File: src/rtl/ex_mem_exc_stage.sv
// EX/MEM pipeline register with exception collection for CP0.
// Resolves exception sources by priority, tracks delay-slot status and
// produces one-shot exception/eret commits plus a front-end flush.
module ex_mem_exc_stage #(
  parameter logic [31:0] EXC_VECTOR = 32'hBFC00380
) (
  input  logic        clk,
  input  logic        rst,
  input  logic        ex_valid,
  input  logic [31:0] ex_pc,
  input  logic        ex_is_branch,
  input  logic        ex_adel_if,
  input  logic        ex_ri,
  input  logic        ex_ov,
  input  logic        ex_sys,
  input  logic        ex_bp,
  input  logic        ex_eret,
  input  logic        ex_load,
  input  logic        ex_store,
  input  logic [31:0] ex_mem_addr,
  input  logic [1:0]  ex_mem_size,
  input  logic        mem_stall,
  input  logic        cp0_interrupt,
  input  logic [31:0] epc_in,
  output logic        EX_MEM_valid,
  output logic [31:0] EX_MEM_PC,
  output logic        EX_MEM_bd,
  output logic        EX_MEM_Exc,
  output logic [4:0]  EX_MEM_ExcCode,
  output logic [31:0] EX_MEM_badvaddr,
  output logic        EX_MEM_eret_flush,
  output logic        mem_req_kill,
  output logic        pipe_flush,
  output logic [31:0] flush_pc
);

  // RUN: the MEM instruction has not committed yet; HELD: it already
  // committed while stalled and must not pulse again.
  typedef enum logic {
    RUN  = 1'b0,
    HELD = 1'b1
  } state_t;

  state_t      r_state;
  state_t      w_stateNext;

  logic        r_valid;
  logic [31:0] r_pc;
  logic        r_bd;
  logic        r_exc;
  logic [4:0]  r_code;
  logic [31:0] r_badvaddr;
  logic        r_eret;
  logic        r_prevBr;

  logic        w_misaligned;
  logic        w_excHit;
  logic [4:0]  w_excCode;
  logic [31:0] w_badvaddr;
  logic        w_enter;
  logic        w_load;
  logic        w_reported;

  assign w_load     = ~mem_stall;
  assign w_enter    = ex_valid & ~pipe_flush;
  assign w_reported = (r_state == HELD);

  // Data alignment check and priority resolution of the EX exception sources.
  always_comb begin
    w_misaligned = ((ex_mem_size == 2'd1) & ex_mem_addr[0]) |
                   ((ex_mem_size == 2'd2) & (ex_mem_addr[1:0] != 2'b00));
    w_excHit   = 1'b1;
    w_excCode  = 5'd0;
    w_badvaddr = 32'd0;
    if (cp0_interrupt) begin
      w_excCode = 5'd0;
    end else if (ex_adel_if) begin
      w_excCode  = 5'd4;
      w_badvaddr = ex_pc;
    end else if (ex_ri) begin
      w_excCode = 5'd10;
    end else if (ex_ov) begin
      w_excCode = 5'd12;
    end else if (ex_sys) begin
      w_excCode = 5'd8;
    end else if (ex_bp) begin
      w_excCode = 5'd9;
    end else if (w_misaligned & ex_load) begin
      w_excCode  = 5'd4;
      w_badvaddr = ex_mem_addr;
    end else if (w_misaligned & ex_store) begin
      w_excCode  = 5'd5;
      w_badvaddr = ex_mem_addr;
    end else begin
      w_excHit = 1'b0;
    end
  end

  // MEM register: load the EX instruction (or a bubble) whenever MEM advances.
  always_ff @(posedge clk or posedge rst) begin
    if (rst) begin
      r_valid    <= 1'b0;
      r_pc       <= 32'd0;
      r_bd       <= 1'b0;
      r_exc      <= 1'b0;
      r_code     <= 5'd0;
      r_badvaddr <= 32'd0;
      r_eret     <= 1'b0;
    end else if (w_load) begin
      r_valid    <= w_enter;
      r_pc       <= w_enter ? ex_pc : 32'd0;
      r_bd       <= w_enter & r_prevBr;
      r_exc      <= w_enter & w_excHit;
      r_code     <= w_enter ? w_excCode : 5'd0;
      r_badvaddr <= w_enter ? w_badvaddr : 32'd0;
      r_eret     <= w_enter & ex_eret;
    end
  end

  // Delay-slot tracker: remembers whether the last live instruction was a branch.
  always_ff @(posedge clk or posedge rst) begin
    if (rst) begin
      r_prevBr <= 1'b0;
    end else if (pipe_flush) begin
      r_prevBr <= 1'b0;
    end else if (w_load & w_enter) begin
      r_prevBr <= ex_is_branch;
    end
  end

  // Commit-tracking state register.
  always_ff @(posedge clk or posedge rst) begin
    if (rst) begin
      r_state <= RUN;
    end else begin
      r_state <= w_stateNext;
    end
  end

  // A new load re-arms the commit; a commit under stall suppresses repeats.
  always_comb begin
    w_stateNext = r_state;
    if (w_load) begin
      w_stateNext = RUN;
    end else if (pipe_flush) begin
      w_stateNext = HELD;
    end
  end

  assign EX_MEM_valid      = r_valid;
  assign EX_MEM_PC         = r_pc;
  assign EX_MEM_bd         = r_bd;
  assign EX_MEM_ExcCode    = r_code;
  assign EX_MEM_badvaddr   = r_badvaddr;
  assign EX_MEM_Exc        = r_valid & r_exc & ~w_reported;
  assign EX_MEM_eret_flush = r_valid & r_eret & ~r_exc & ~w_reported;
  assign pipe_flush        = EX_MEM_Exc | EX_MEM_eret_flush;
  assign flush_pc          = r_exc ? EXC_VECTOR : epc_in;
  assign mem_req_kill      = r_valid & r_exc;

endmodule

File: config.mk
export PLATFORM = sky130hd
export DESIGN_NAME = ex_mem_exc_stage
export DESIGN_NICKNAME = d
export VERILOG_FILES = /design/src/rtl/ex_mem_exc_stage.sv
export SDC_FILE = /design/constraint.sdc
export NUM_CORES = 1
export LEC_CHECK = 0
export ABC_AREA = 0
export CORE_MARGIN = 2
export CORE_UTILIZATION = 33
export DETAILED_ROUTE_END_ITERATION = 16
export PLACE_DENSITY = 0.78
export SETUP_SLACK_MARGIN = 0.2
export SYNTH_ARGS = -nofsm -noshare
export SYNTH_HDL_FRONTEND = slang
export SYNTH_SLANG_ARGS = --single-unit
File: constraint.sdc
create_clock -name clk -period 1.96 [get_ports clk]
set_input_delay 0.196 -clock clk [delete_from_list [all_inputs] [get_ports clk]]
set_output_delay 0.196 -clock clk [all_outputs]
set_load 0.02 [all_outputs]
==> results.md, run 1 <==
* Combined area of all synthesized cells at approximately 0.0033 mm^2
* Total power divided by cell area at slightly below 700 mW/mm^2
* Proportion of netlist area held by the largest area contributor at 0.561
* Count of hold buffers inserted by post-cts repair at 0
* Diode insertion count for antenna repair at 0
* Worst setup SP type: flip-flop
* Net count, final at roughly 610
* Routed vias at 3163
* Die height at 104 um
* Kind of cell adding the most delay to the critical path: compound AO/OA/AOI/OAI gates
* Critical Path Fanout Max at 18
* Cells traversed along the worst timing path: buf_8 > nor2_1 > o21ba_1 > and3b_2 > buf_6 > a221o_1
* DP Cell Count at 615
* Top cells by area, synth: dfrtp_1 (56%), a221o_1 (9.7%), a22o_1 (9.3%)
* Core area at about 0.0097 mm^2
* Final core area utilization at 0.599
* Clock insertion delay at the later pin of the skew report at roughly 350 ps
* Count of endpoints failing setup in the final report at 0
* Sink count of the clock tree at 74
* Global-route congestion overflow total at 0
* Average wire per cell in the routed design at between 15 and 20 um
* Routed wire length at about 11000 um
* Unrepaired setup endpoints after global routing: yes
* Max incr delay on CP at 380 ps
* Iteration-0 DRC Markers at approximately 110
* Half-perimeter wire length after detailed placement at approximately 8400 um
* Ratio of final minimum period to clock period at 0.865
* Clock tree from TritonCTS: done
* GRT Total Usage at 0.203
* Overall die area at 0.0108 mm^2
* Top Ports at between 200 and 250
* Yosys warnings at 0
* Initial DRT Pass Iterations at 6
* Outcome: complete, no violations
* Max-cap violations at 0
* Count of buffers from port buffering at 217
* Lkg Pwr at 0.00261 uW
* Flops & latches, synth at between 70 and 80
* Number of standard cells after synthesis at 273
* Maximum vdd drop at ~380 uV
* Fill cell total of the finished layout at a little over 800
* Level count of the clock H-tree at 3
* Data required, critical path at 2180 ps
* Area of combinational cells with multiple inputs at between 0.001 and 0.0015 mm^2
* Vias in the first global route at between 3000 and 4000
* Placer congestion estimate at about 0.80
* Final-report max-slew violation count at 0
* Overall power of the completed layout at roughly 4000 uW
* Startpoint-to-endpoint class of the critical path: flip-flop to flip-flop
* Wire length of the first global-routing pass at roughly 17000 um
* Initial antenna violation count at 0
* Fmax at about 590 MHz
* Horizontal die dimension at ~100 um
* Worst hold margin at approximately 220 ps
* Arrival @ worst endpoint at ~1900 ps
* Sequential cell area at roughly 0.0019 mm^2
* Site row count at 36
* Synth-to-Final Area Change at 76.3%
* Class of the tightest hold or removal check: primary input to async pin
* Cell at the slowest stage of the critical path: dfrtp_1
* Cell taking the most area after synthesis: dfrtp_1
* Number of library cell types mapped by synthesis at 34
* Final Skew at 12.2 ps
* Post-Syn Area per Cell at 12.1 um^2
* Minimum clock period at approximately 1700 ps
* Buffer depth of the longest clock path at 2
* Clk pin slew, worst setup/hold paths at ~90 ps
* Via-per-instance ratio at about 5.0
* CP endpoint kind: flip-flop
* Register area share after synthesis at 0.561
* Post-layout instance count excluding filler cells at between 600 and 700
* Root buf cell: clkbuf_8
* Synth Net Count at about 390
* Total DRC errors in the routed layout at 0
* Total CTS buffers at 9
* Combined buffer and inverter count along the critical path at 2
* Count of final hold-check violations at 0
* Initial standard-cell utilization of the core at 0.340
* Share of post-route cells with drive strength above 1 at 0.114
* Pin count of the biggest net entering global routing at 75
* ANT nets after route at 0
* Setup TNS at 0 ps
## path summary, 6_finish.rpt
check / slack, ps / end / startpoint / cells past startpoint
setup / recovery: 270 / EX_MEM_badvaddr[19] / r_exc / 6
hold / removal: 220 / r_eret / rst / 2
setup reg to reg: 270 / EX_MEM_badvaddr[19] / r_exc / 6
hold reg to reg: 500 / EX_MEM_bd / r_prevBr / 1
max in group asynchronous: 1170 / EX_MEM_badvaddr[3] / rst / 3
min in group clk: 310 / r_prevBr / mem_stall / 4
## cell usage in the layout, fill, tap and decap left out, types with 2 or more instances in the layout
master             n
clkdlybuf4s15_1    6
dfrtp_1           74
nand2b_1           2
nor2b_1           21
nand2_1            5
clkbuf_8           9
buf_4             14
a221o_1           32
nand3b_1           2
dlygate4sd2_1     25
or2_2             12
a22o_1            35
and2_1            33
clkdlybuf4s50_1  180
o31ai_1            2
buf_12             2
inv_1              4
clkbuf_2           4
inv_6              3
clkinvlp_4         3
o21ai_0            3
nor2_1             4
buf_6              2
## cells by family (layout without fill, tap and decap cells)
| kind of cell | Yosys count | after routing | synth area share |
|---|---|---|---|
| compound gates | 80 | 80 | 0.217 |
| xor+xnor | 1 | 1 | 0.00265 |
| buf+inv | 30 | 257 | 0.0549 |
| flops | 74 | 74 | 0.561 |
| other cells | 1 | 1 | 0.00114 |
| simple gates | 87 | 87 | 0.164 |
## state kept, by name, summed over array words and instances, names as in the netlist
name / count
EX_MEM_ExcCode: 4
EX_MEM_PC: 32
EX_MEM_badvaddr: 32
EX_MEM_bd: 1
EX_MEM_valid: 1
r_eret: 1
r_exc: 1
r_prevBr: 1
r_state: 1
## Yosys cell counts
cell and number:
nand2b_4 1, o21ba_1 1, conb_1 1, a31oi_1 1, a21o_1 1, nand3b_1 2
nor3b_1 1, a221oi_1 1, and3b_1 1, nor2_1 4, buf_2 4, nor3_1 1
nor2b_1 21, a21oi_1 1, or3b_1 1, buf_6 7, nand2b_1 2, buf_4 3
or4_1 1, dfrtp_1 74, o21a_1 1, and2_1 33, o22ai_1 1, a22o_1 35
and4b_1 1, nor4_1 1, or2_2 12, nand2_1 5, o21ai_0 3, inv_1 5
o31ai_1 3, clkbuf_1 11, a221o_1 32, xnor2_1 1
## stage by stage
step	setup WS [ps]	area, um^2
after floorplan	333	3310
after CTS	184	5800
final	265	5820
after detailed placement	7.06	5630
after global routing	161	5820
after global placement	-3.69	5630
## layout make-up
type                            instances  share of cell area
Timing Repair Buffer                  236               0.395
Clock inverter                          7              0.0142
Multi-Input combinational cell        169               0.219
Sequential cell                        74               0.318
Clock buffer                            9              0.0213
Inverter                                5             0.00387
Tap cell                              133              0.0286
## report_power, final
group / internal [uW] / switching [uW]
Sequential: 1630 / 62.9
Clock: 611 / 632
Combinational: 583 / 508
Total: 2820 / 1200
## what timing repair did
item / in CTS / in global routing
setup buffers: 0 / 2
gates resized for setup: 41 / 17
endpoints found under the hold margin: 0 / 0
setup endpoints to repair: 61 / 45
pin swaps: 0 / 0
## routing by layer
metal	share of wire	global-route usage	vias up
li1	-	-	1447
met3	0.088	0.0727	8
met4	0.0094	0.0541	0
met5	0	0	-
met2	0.51	0.360	165
met1	0.40	0.231	1543
Power figures use the tool's default switching activity.
==> run 2: changes to the inputs <==
Settings changed: MAX_ROUTING_LAYER set to met4.
==> results.md, run 2 (synthesis gave the netlist of run 1 again) <==
* Outcome: complete, no violations
* Kind of cell adding the most delay to the critical path: buffers and inverters
* Average wire per cell in the routed design at between 15 and 20 um
* ANT nets after route at 0
* Horizontal die dimension at 104 um
* Max-cap violations at 0
* Setup TNS at 0 ps
* Die height at around 100 um
* Ratio of final minimum period to clock period at 0.865
* Clock insertion delay at the later pin of the skew report at between 300 and 400 ps
* Total power divided by cell area at slightly below 700 mW/mm^2
* CP endpoint kind: output pin
* Combined buffer and inverter count along the critical path at 2
* GR Layer Usage met3 at 0.0627
* Share of post-route cells with drive strength above 1 at 0.114
* Data required, critical path at between 1500 and 2000 ps
* Most common cell after layout, fill and taps aside: clkdlybuf4s50_1
* Fmax at a little under 600 MHz
* Routed vias at about 3200
* Setup WS pre-CTS at 7.06 ps
* Critical Path Fanout Max at 18
* Initial standard-cell utilization of the core at 0.340
* Half-perimeter wire length after detailed placement at 8450 um
* Count of buffers from port buffering at approximately 220
* Cells traversed along the worst timing path: buf_8 > or2_2 > dlygate4sd2_1
* Most Used Layer, Global Route: met2
* Clk pin slew, worst setup/hold paths at 90 ps
* Level count of the clock H-tree at 3
* Class of the tightest hold or removal check: primary input to async pin
* Via-per-instance ratio at ~5.0
* Core area at 0.00973 mm^2
* Met1 track demand over resource at 0.238
* Worst setup SP type: flip-flop
* Root buf cell: clkbuf_8
* Cell at the slowest stage of the critical path: dfrtp_1
* Net count, final at 607
* Top Ports at around 220
* Clock tree from TritonCTS: done
* Fill cell total of the finished layout at around 830
* Lkg Pwr at 0.00261 uW
* Total DRC errors in the routed layout at 0
* Maximum vdd drop at around 380 uV
* Final-report max-slew violation count at 0
* Pin count of the biggest net entering global routing at 75
* Iteration-0 DRC Markers at ~130
* Count of hold buffers inserted by post-cts repair at 0
* Sequential cell area at 0.00185 mm^2
* Max incr delay on CP at around 400 ps
* Diode insertion count for antenna repair at 0
* Arrival @ worst endpoint at 1500 ps
* Count of final hold-check violations at 0
* Unrepaired setup endpoints after global routing: yes
* Global-route congestion overflow total at 0
* Placer congestion estimate at ~0.82
* Vias in the first global route at 3327
* Overall die area at approximately 0.011 mm^2
* Total CTS buffers at 9
* Most frequent cells in the layout: clkdlybuf4s50_1 (180), dfrtp_1 (74), a22o_1 (35)
* Initial DRT Pass Iterations at 4
* Met2 layer usage reported by global route at 0.361
* Sink count of the clock tree at 74
* Final Skew at roughly 13 ps
* Initial antenna violation count at 0
* Wire length of the first global-routing pass at approximately 17000 um
* PnR worst setup slack at 265 ps
* Overall power of the completed layout at roughly 4000 uW
* Final core area utilization at 0.599
* Routed wire length at 11000 um
* Site row count at 36
* Area of combinational cells with multiple inputs at around 0.0013 mm^2
* Count of endpoints failing setup in the final report at 0
* Worst hold margin at ~220 ps
* GRT Total Usage at 0.209
* Startpoint-to-endpoint class of the critical path: flip-flop to output pin
* Synth-to-Final Area Change at 76.3%
* Buffer depth of the longest clock path at 2
* Minimum clock period at about 1700 ps
run 2: cell counts in the layout (fill, tap and decap cells not counted):
No cell type changed its count.
run 2: final timing paths:
| check | to | cells past startpoint | slack, ps | from |
|---|---|---|---|---|
| worst max register to register | EX_MEM_badvaddr[26] | 6 | 270 | r_exc |
| max in group asynchronous | EX_MEM_badvaddr[3] | 3 | 1170 | rst |
| worst max-delay path | flush_pc[22] | 3 | 260 | r_exc |
| min in group clk | r_prevBr | 4 | 320 | mem_stall |
| worst min-delay path | r_eret | 2 | 220 | rst |
| worst min register to register | EX_MEM_bd | 1 | 500 | r_prevBr |
run 2: worst register-to-register path, cell delays in order (launching register included):
cell and delay, ps:
dfrtp_1 380, buf_8 160, nor2_1 70, o21ba_1 210, and3b_2 240, buf_6 170, a221o_1 360
run 2: power by group:
group	switching [uW]	internal, uW
Sequential	62.8	1630
Combinational	508	583
Clock	635	611
run 2: per-stage QoR:
stage / std cells / cell area [um^2]
2_1_floorplan: 273 / 3310
3_3_place_gp: 615 / 5630
3_5_place_dp: 615 / 5630
4_1_cts: 631 / 5800
5_1_grt: 633 / 5820
6_report: 633 / 5820
run 2: timing repair:
action / in CTS / in global routing
setup endpoints to repair: 61 / 45
buffers inserted: 0 / 2
cloned: 0 / 0
resized for setup: 41 / 17
run 2: final cells by class:
| cell class | count | share of cell area |
|---|---|---|
| clock buffers | 9 | 0.0213 |
| repair buffers | 236 | 0.395 |
| inverters | 5 | 0.00387 |
| flip-flops and latches | 74 | 0.318 |
| multi-input cells | 169 | 0.219 |
| clock inverters | 7 | 0.0142 |
| well taps | 133 | 0.0286 |
run 2: per-layer routing:
layer  vias to the layer above  wire, um
li1                       1448         -
met1                      1536      4430
met2                       169      5620
met3                         8       859
met4                         0        97
met5                         -         0
